### config.mk
export PLATFORM = sky130hd
export DESIGN_NAME = if_stage
export DESIGN_NICKNAME = d
export VERILOG_FILES = /design/src/rtl/if_stage.sv
export SDC_FILE = /design/constraint.sdc
export NUM_CORES = 1
export LEC_CHECK = 0
export BUFFER_PORTS_ARGS = -buffer_cell sky130_fd_sc_hd__buf_4
export CAP_MARGIN = 10
export CORE_ASPECT_RATIO = 1.2
export CORE_MARGIN = 1
export CORE_UTILIZATION = 30
export DETAILED_ROUTE_END_ITERATION = 8
export GPL_ROUTABILITY_DRIVEN = 0
export PLACE_DENSITY = 0.6
export SLEW_MARGIN = 25
export SYNTH_ARGS = -nofsm -noshare
export SYNTH_HDL_FRONTEND = slang
export SYNTH_SLANG_ARGS = --single-unit
### constraint.sdc
create_clock -name clk_i -period 8.5 [get_ports clk_i]
set_input_delay 0.85 -clock clk_i [delete_from_list [all_inputs] [get_ports clk_i]]
set_output_delay 0.85 -clock clk_i [all_outputs]
set_load 0.1 [all_outputs]
### src/rtl/if_stage.sv
// -----------------------------------------------------------------------------
// if_stage
// Instruction-fetch stage of the 5-stage pipeline. Holds the fetch PC, presents
// it to instruction memory (zero-latency, combinational read) and registers the
// returned word into the single-entry IF/ID boundary. Also keeps saturating
// counts of cycles in which a stall or a flush was actually applied.
//
// Ports:
//   clk_i            system clock, rising-edge
//   rst_i            asynchronous active-high reset
//   start_i          run enable; low freezes PC and feeds bubbles
//   stall_i          load-use stall request (wins over flush_i)
//   flush_i          branch taken in ID: redirect PC, squash IF/ID
//   branch_target_i  redirect address, bits [1:0] forced to zero
//   imem_instr_i     instruction word for imem_addr_o, same cycle
//   imem_addr_o      instruction-memory byte address (= pc_o)
//   pc_o             current fetch PC
//   ifid_pc_o        PC of the instruction in IF/ID
//   ifid_instr_o     instruction in IF/ID
//   ifid_valid_o     IF/ID holds a real instruction (not a bubble)
//   stall_cnt_o      cycles in which a stall was applied (saturating)
//   flush_cnt_o      cycles in which a flush was applied (saturating)
// -----------------------------------------------------------------------------
module if_stage #(
  parameter logic [31:0] RESET_PC  = 32'h0000_0000,
  parameter logic [31:0] NOP_INSTR = 32'h0000_0013,
  parameter int          CNT_W     = 32
) (
  input  logic             clk_i,
  input  logic             rst_i,
  input  logic             start_i,
  input  logic             stall_i,
  input  logic             flush_i,
  input  logic [31:0]      branch_target_i,
  input  logic [31:0]      imem_instr_i,
  output logic [31:0]      imem_addr_o,
  output logic [31:0]      pc_o,
  output logic [31:0]      ifid_pc_o,
  output logic [31:0]      ifid_instr_o,
  output logic             ifid_valid_o,
  output logic [CNT_W-1:0] stall_cnt_o,
  output logic [CNT_W-1:0] flush_cnt_o
);

  localparam logic [CNT_W-1:0] CNT_MAX = {CNT_W{1'b1}};
  localparam logic [CNT_W-1:0] CNT_ONE = {{(CNT_W-1){1'b0}}, 1'b1};

  // Per-cycle action, decoded in priority order idle > stall > flush > run.
  typedef enum logic [1:0] {
    M_IDLE  = 2'd0,
    M_STALL = 2'd1,
    M_FLUSH = 2'd2,
    M_RUN   = 2'd3
  } mode_t;

  mode_t       mode;
  logic [31:0] pc_q;
  logic [31:0] pc_d;
  logic [31:0] target_aligned;
  logic [31:0] ifid_pc_q;
  logic [31:0] ifid_instr_q;
  logic        ifid_valid_q;
  logic [CNT_W-1:0] stall_cnt_q;
  logic [CNT_W-1:0] flush_cnt_q;

  // Masking keeps every target bit "used" while word-aligning the redirect.
  assign target_aligned = branch_target_i & 32'hFFFF_FFFC;

  always_comb begin
    mode = M_RUN;
    if (!start_i)      mode = M_IDLE;
    else if (stall_i)  mode = M_STALL;
    else if (flush_i)  mode = M_FLUSH;
  end

  always_comb begin
    pc_d = pc_q;
    case (mode)
      M_FLUSH: pc_d = target_aligned;
      M_RUN:   pc_d = pc_q + 32'd4;   // wraps modulo 2^32
      default: pc_d = pc_q;
    endcase
  end

  always_ff @(posedge clk_i or posedge rst_i) begin
    if (rst_i) begin
      pc_q <= RESET_PC;
    end else begin
      pc_q <= pc_d;
    end
  end

  // IF/ID boundary: a stall freezes it; every other non-run cycle loads a bubble
  // that still carries the current PC.
  always_ff @(posedge clk_i or posedge rst_i) begin
    if (rst_i) begin
      ifid_pc_q    <= 32'd0;
      ifid_instr_q <= NOP_INSTR;
      ifid_valid_q <= 1'b0;
    end else begin
      case (mode)
        M_STALL: begin
          ifid_pc_q    <= ifid_pc_q;
          ifid_instr_q <= ifid_instr_q;
          ifid_valid_q <= ifid_valid_q;
        end
        M_RUN: begin
          ifid_pc_q    <= pc_q;
          ifid_instr_q <= imem_instr_i;
          ifid_valid_q <= 1'b1;
        end
        default: begin
          ifid_pc_q    <= pc_q;
          ifid_instr_q <= NOP_INSTR;
          ifid_valid_q <= 1'b0;
        end
      endcase
    end
  end

  // Event counters: a flush masked by a stall is not counted, since the branch
  // is re-presented by decode once the stall clears.
  always_ff @(posedge clk_i or posedge rst_i) begin
    if (rst_i) begin
      stall_cnt_q <= '0;
      flush_cnt_q <= '0;
    end else begin
      if (mode == M_STALL && stall_cnt_q != CNT_MAX)
        stall_cnt_q <= stall_cnt_q + CNT_ONE;
      if (mode == M_FLUSH && flush_cnt_q != CNT_MAX)
        flush_cnt_q <= flush_cnt_q + CNT_ONE;
    end
  end

  assign pc_o         = pc_q;
  assign imem_addr_o  = pc_q;
  assign ifid_pc_o    = ifid_pc_q;
  assign ifid_instr_o = ifid_instr_q;
  assign ifid_valid_o = ifid_valid_q;
  assign stall_cnt_o  = stall_cnt_q;
  assign flush_cnt_o  = flush_cnt_q;

endmodule

==> flow_metrics.tcl, run 1 <==
set metrics [dict create \
    setup_viol 0 \
    final_cell_area_mm2 0.0102 \
    end_kind "register" \
    yosys.area_share.simple_pct 22.4 \
    postCtsSetupBuffers 0 \
    dieArea_mm2 0.0260 \
    hpwl_mm 15.8 \
    gr-total-overflow 0 \
    grt_pass1_vias 6300 \
    die_y_um 176 \
    drtPass1Iterations 5 \
    rows 63 \
    cp_max_fo 21 \
    vdd_ir_drop_max_v 0.000179 \
    clock_sinks 157 \
    seq_area_mm2 0.00393 \
    syn_area_per_cell_um2 9.99 \
    power_density_mw_per_mm2 283 \
    vias_per_cell 5.01 \
    ys_seq_area_share_pct 51.8 \
    synth_compound_area_share_pct 11.7 \
    drt_wl_total_mm 22.9 \
    startpoint_type "register" \
    drt-initial-drc-count 285 \
    status "finished clean" \
    path_class "register to register" \
    grt_max_degree 100 \
    fmax_ghz 0.349 \
    synth_flop_cell "dfrtp_1" \
    r2r_slack_ns 5.63 \
    setup_tns_ns 0 \
    insertion_delay_ns 0.44 \
    p_leak_nw 4.91 \
    wl_per_cell_um 17.5 \
    dpl.cell_count 1278 \
    cts_buffers 17 \
    timing.rr.start "flush_cnt_o[0]" \
    muxShareOfSynthArea_pct 0.708 \
    antenna_found_initial 0 \
    postPlaceCellArea_mm2 0.00958 \
    holdBufCountCts 0 \
    holdWs_ns 0.380 \
    fp.dieW_um 147 \
    clock_path_buffers 2 \
    drive_gt1_share_pct 32.0 \
    synth_edf_count 0 \
    diodes 0 \
    yosys_register_bits 157 \
    total_power_mw 2.88 \
    synthCells 760 \
    ios 262 \
    arrival_ns 3.18 \
    critPathRequiredTime_ns 8.81 \
    yosys_warnings 0 \
    layoutNonFillerInstCount 1311 \
    grt_pass1_wl_mm 36.1 \
    core_mm2 0.0248 \
    rsz0062_at_grt "false" \
    maxCapViolations 0 \
    final_common_cell "buf_4" \
    cts-resized-gates 0 \
    synth_top_family_by_area "simple AND/OR/NAND/NOR gates" \
    yosys.area_share.adder_pct 0.494 \
    finClkSkew_ns 0.0165 \
    synth_area_mm2 0.00759 \
    area_delta_synth_final_pct 34.1 \
    fin_nets 1045 \
    r2r_end "flush_cnt_o[1]" \
    route.detailed.drc 0 \
    rr_worst_depth 6 \
    ant_nets 0 \
    root_buffer "clkbuf_16" \
    relSlewSlack_pct 41.4 \
    clk_transition_reported_paths_ns 0.06 \
    grt_use_total_pct 18.0 \
    min_path_type "input port to async pin" \
    finalCritPeriodShare_pct 33.7 \
    async_flop_share_pct 100 \
    synthXorXnorAreaFrac_pct 6.92 \
    htree_levels 4 \
    multiInputGateArea_mm2 0.00324 \
    period_needed_ns 2.87 \
    n_fill_cell 2490 \
    ys_types 62 \
    initial_core_util_pct 30.7 \
    hold_viol 0 \
    most-common-layout-cells "260 x buf_4, 154 x dfrtp_1, 123 x nand2_1" \
    vias 6562 \
    tightestPinTransition_ns 0.869 \
    drv_slew 0 \
    cts_tree "built" \
    portBuffers 253 \
]
## kinds of logic (layout without fill, tap and decap cells)
logic type	after synthesis	count (layout)
adders and majority gates	3	3
AOI/OAI and AO/OA	124	124
xor gates and xnor gates	60	60
other	1	6
buffers and inverters	82	303
DFF	157	157
muxes	5	5
and+or+nand+nor	328	328
## per-stage QoR
step	utilization, %	worst slack [ns]
6_report	41.1	5.63
5_1_grt	41.1	5.42
4_1_cts	41.0	5.60
3_5_place_dp	38.7	5.50
3_3_place_gp	38.7	5.59
2_1_floorplan	-	3.42
## cells in the mapped netlist (4+ instances only)
| cell type | instances | share of area, % |
|---|---|---|
| a21oi_1 | 20 | 1.3 |
| a22o_1 | 29 | 3.3 |
| a311oi_1 | 8 | 0.92 |
| a31oi_1 | 6 | 0.49 |
| and2_1 | 4 | 0.33 |
| and3_1 | 24 | 2.0 |
| and4_1 | 10 | 1.2 |
| buf_4 | 36 | 3.6 |
| clkbuf_1 | 30 | 1.5 |
| dfrtp_1 | 154 | 51 |
| inv_1 | 9 | 0.44 |
| nand2_1 | 124 | 6.1 |
| nand3_1 | 27 | 1.8 |
| nand4_1 | 36 | 3.0 |
| nor2_1 | 32 | 1.6 |
| nor3_1 | 26 | 1.7 |
| nor3_2 | 4 | 0.53 |
| nor3b_1 | 5 | 0.49 |
| nor4_1 | 11 | 0.91 |
| nor4b_1 | 4 | 0.46 |
| o21ai_0 | 25 | 1.6 |
| o22a_1 | 7 | 0.81 |
| o22ai_1 | 4 | 0.33 |
| or3_1 | 6 | 0.49 |
| xnor2_1 | 27 | 3.1 |
| xor2_1 | 33 | 3.8 |
## worst max-delay path by stage
stage | slack, ns | to | depth (start not counted) | start
after CTS | 5.60 | flush_cnt_o[1] | 6 | flush_cnt_o[0]
after detailed placement | 5.50 | imem_addr_o[30] | 5 | flush_i
final | 5.63 | flush_cnt_o[1] | 6 | flush_cnt_o[0]
after global placement | 5.59 | imem_addr_o[30] | 5 | flush_i
after global routing | 5.42 | flush_cnt_o[1] | 6 | flush_cnt_o[0]
after floorplan | 3.42 | flush_cnt_o[0] | 1 | rst_i
## critical path, stage by stage (launching register included)
cell and delay [ns]:
dfrtp_1 0.47, ha_1 0.20, nand3_1 0.24, nor4_1 0.50, and4_1 0.85, nor2_1 0.18, mux2_2 0.31
## state kept, by name, indices dropped and copies added, names as in the netlist
name,flops
flush_cnt_o,32
ifid_instr_o,32
stall_cnt_o,32
ifid_pc_o,30
imem_addr_o,30
ifid_valid_o,1
## cell type report
cell class                      count  area share (%)
Sequential cell                   157            38.6
Multi-Input combinational cell    526            31.8
Timing Repair Buffer              261            19.4
Clock buffer                       22            4.56
Tap cell                          325            3.99
Clock inverter                     10            1.14
Inverter                           10           0.418
## layer usage
layer,track usage [%],vias up,routed length [um]
met5,0,-,0
met4,5.15,0,257
met3,4.75,21,1450
met2,30.0,197,11400
met1,22.8,3225,9810
li1,-,3119,-
## report_power, final
part	leakage (nW)	switching, mW	internal, mW
clock	0.268	0.316	0.447
sequential	2.01	0.120	0.829
combinational	2.63	0.950	0.219
Note: power is estimated with default switching activity, not from simulation.
==> run 2, diff against run 1 <==
--- a/config.mk
+++ b/config.mk
@@ -5,6 +5,7 @@
 export SDC_FILE = /design/constraint.sdc
 export NUM_CORES = 1
 export LEC_CHECK = 0
+export ABC_AREA = 1
 export BUFFER_PORTS_ARGS = -buffer_cell sky130_fd_sc_hd__buf_4
 export CAP_MARGIN = 10
 export CORE_ASPECT_RATIO = 1.2
@@ -12,7 +13,7 @@
 export CORE_UTILIZATION = 30
 export DETAILED_ROUTE_END_ITERATION = 8
 export GPL_ROUTABILITY_DRIVEN = 0
-export PLACE_DENSITY = 0.6
+export PLACE_DENSITY = 0.59
 export SLEW_MARGIN = 25
 export SYNTH_ARGS = -nofsm -noshare
 export SYNTH_HDL_FRONTEND = slang
==> constraint.sdc (replaced) <==
create_clock -name clk_i -period 2.8 [get_ports clk_i]
set_input_delay 0.28 -clock clk_i [delete_from_list [all_inputs] [get_ports clk_i]]
set_output_delay 0.28 -clock clk_i [all_outputs]
set_load 0.1 [all_outputs]
==> flow_metrics.tcl, run 2 <==
set metrics [dict create \
    rsz0062_at_grt "false" \
    setup_tns_ns 0 \
    holdWs_ns 0.0110 \
    synth_area_leaders "dfrtp_1 43%, nand2_1 24%, nor2_1 5.8%" \
    setup_viol 0 \
    status "finished clean" \
    n_fill_cell 3056 \
    p_leak_nw 5.86 \
    utilization_pct 40.2 \
    ys_seq_area_share_pct 43.9 \
    rows 68 \
    synth_area_mm2 0.00896 \
    fin_nets 1529 \
    place_ws_ns 0.605 \
    multiInputGateArea_mm2 0.00433 \
    drtPass1Iterations 5 \
    async_flop_share_pct 100 \
    dieArea_mm2 0.0306 \
    vdd_ir_drop_max_v 0.000464 \
    synth.top_cell.area_share_pct 43.0 \
    top_layer "met4" \
    end_kind "register" \
    grt_pass1_wl_mm 44.1 \
    startpoint "flush_cnt_o[0]" \
    vias_per_cell 4.63 \
    synth_edf_count 0 \
    ys_types 39 \
    vias 8602 \
    drt-initial-drc-count 421 \
    final_common_cell "nand2_1" \
    yosysMostFrequentCell "nand2_1" \
    portBuffers 253 \
    fp.dieW_um 160 \
    grt_use_total_pct 18.5 \
    clock_path_buffers 2 \
    fmax_ghz 0.459 \
    power_density_mw_per_mm2 745 \
    gr-total-overflow 0 \
    postCtsSetupBuffers 0 \
    route.detailed.drc 0 \
    holdBufCountCts 0 \
    ant_nets 0 \
    ios 262 \
    insertion_delay_ns 0.44 \
    synth.cells.most_frequent "570 x nand2_1, 154 x dfrtp_1, 139 x nor2_1, 61 x inv_1, 48 x nand3_1" \
    arrival_ns 2.49 \
    core_mm2 0.0291 \
    grt_max_degree 78 \
    clock_sinks 157 \
    tightestPinTransition_ns 0.855 \
    path_class "register to register" \
    seq_area_mm2 0.00393 \
    finClkSkew_ns 0.0131 \
    initial_core_util_pct 30.8 \
    min_path_type "input port to async pin" \
    timing.rr.start "flush_cnt_o[0]" \
    synthCells 1236 \
    area_delta_synth_final_pct 30.6 \
    wl_met3_mm 1.63 \
    clk_transition_reported_paths_ns 0.07 \
    cts-resized-gates 0 \
    synth_top_cell_by_area "dfrtp_1" \
    hpwl_mm 20.3 \
    most-common-layout-cells "570 x nand2_1, 264 x buf_4, 154 x dfrtp_1" \
    relSlewSlack_pct 42.9 \
    yosys_register_bits 157 \
    period_needed_ns 2.18 \
    grt_pass1_vias 8365 \
    htree_levels 4 \
    synth_flop_cell "dfrtp_1" \
    antenna_found_initial 1 \
    syn_area_per_cell_um2 7.25 \
    hold_viol 0 \
    cts_tree "built" \
    drv_slew 0 \
    wl_met1_mm 11.5 \
    critPathRequiredTime_ns 3.11 \
    wl_per_cell_um 14.9 \
    cts_buffers 17 \
    finalWorstSetupSlack_ns 0.622 \
    startpoint_type "register" \
    drt_wl_total_mm 27.6 \
    dr_wl_met2_mm 13.7 \
    maxCapViolations 0 \
    finalCritPeriodShare_pct 77.8 \
    drive_gt1_share_pct 23.3 \
    yosys_warnings 0 \
    root_buffer "clkbuf_16" \
    die_y_um 191 \
    cp_max_fo 27 \
]
run 2: changes by cell type in the layout (fill, tap and decap cells not counted), moves of 23 or more:
| cell | delta |
|---|---|
| and3_1 | -24 |
| inv_1 | +52 |
| nand2_1 | +447 |
| nand3b_1 | +30 |
| nand4_1 | -31 |
| nor2_1 | +108 |
| nor3_1 | -23 |
run 2: routing by layer:
layer  GRT usage, %  up-vias
met3           4.17       39
met4           7.62        0
li1               -     4292
met5              0        -
met1           21.9     4024
met2           32.2      247
run 2: layout make-up:
class                      count  area share, %
tap                          385           4.12
sequential                   157           33.6
antenna                        1         0.0214
inverter                      64           2.09
clock inverter                11           1.52
clock buffer                  21           4.02
timing repair buffer         268           17.6
multi-input combinational    949           37.0
run 2: cells by family (layout without fill, tap and decap cells):
kind of cell / after synthesis / after routing / share of synthesized area, %
buf+inv: 135 / 364 / 7.99
compound gates: 83 / 83 / 6.59
xor+xnor: 27 / 27 / 2.64
flops: 157 / 157 / 43.9
other cells: 1 / 7 / 0.0419
simple gates: 830 / 830 / 38.4
fa+ha+maj: 3 / 3 / 0.419
run 2: worst max-delay path, cell delays in order (launching register included):
cell,delay (ns)
dfrtp_1,0.41
ha_1,0.24
inv_1,0.08
nor2_2,0.21
nand2_4,0.11
nor2_8,0.18
nand2_4,0.07
nand2_4,0.26
inv_2,0.29
nand2_1,0.12
nand2_1,0.06
run 2: power by group:
group          switching [mW]  internal [mW]  leakage [nW]
logic                    2.73          0.627          3.50
clock network            1.02           1.58         0.307
registers               0.284           2.48          2.05
total                    4.03           4.69          5.86
run 2: final timing paths:
kind / end / slack [ns] / cells after the start
max reg2reg: flush_cnt_o[9] / 0.62 / 10
max in group asynchronous: ifid_instr_o[1] / 2.01 / 3
min reg2reg: ifid_pc_o[14] / 0.47 / 2
min: ifid_instr_o[28] / 0.01 / 2
max: flush_cnt_o[9] / 0.62 / 10
min in group clk_i: ifid_instr_o[29] / 0.06 / 2
run 2: stage by stage:
| step | instance area (um^2) | instances | total power, mW |
|---|---|---|---|
| global route | 11700 | 1855 | 9.06 |
| finish | 11700 | 1856 | 8.71 |
| floorplan | 8980 | 1241 | 5.49 |
| CTS | 11700 | 1855 | 8.81 |
| global placement | 11000 | 1823 | 6.17 |
| detailed placement | 11000 | 1823 | 6.18 |
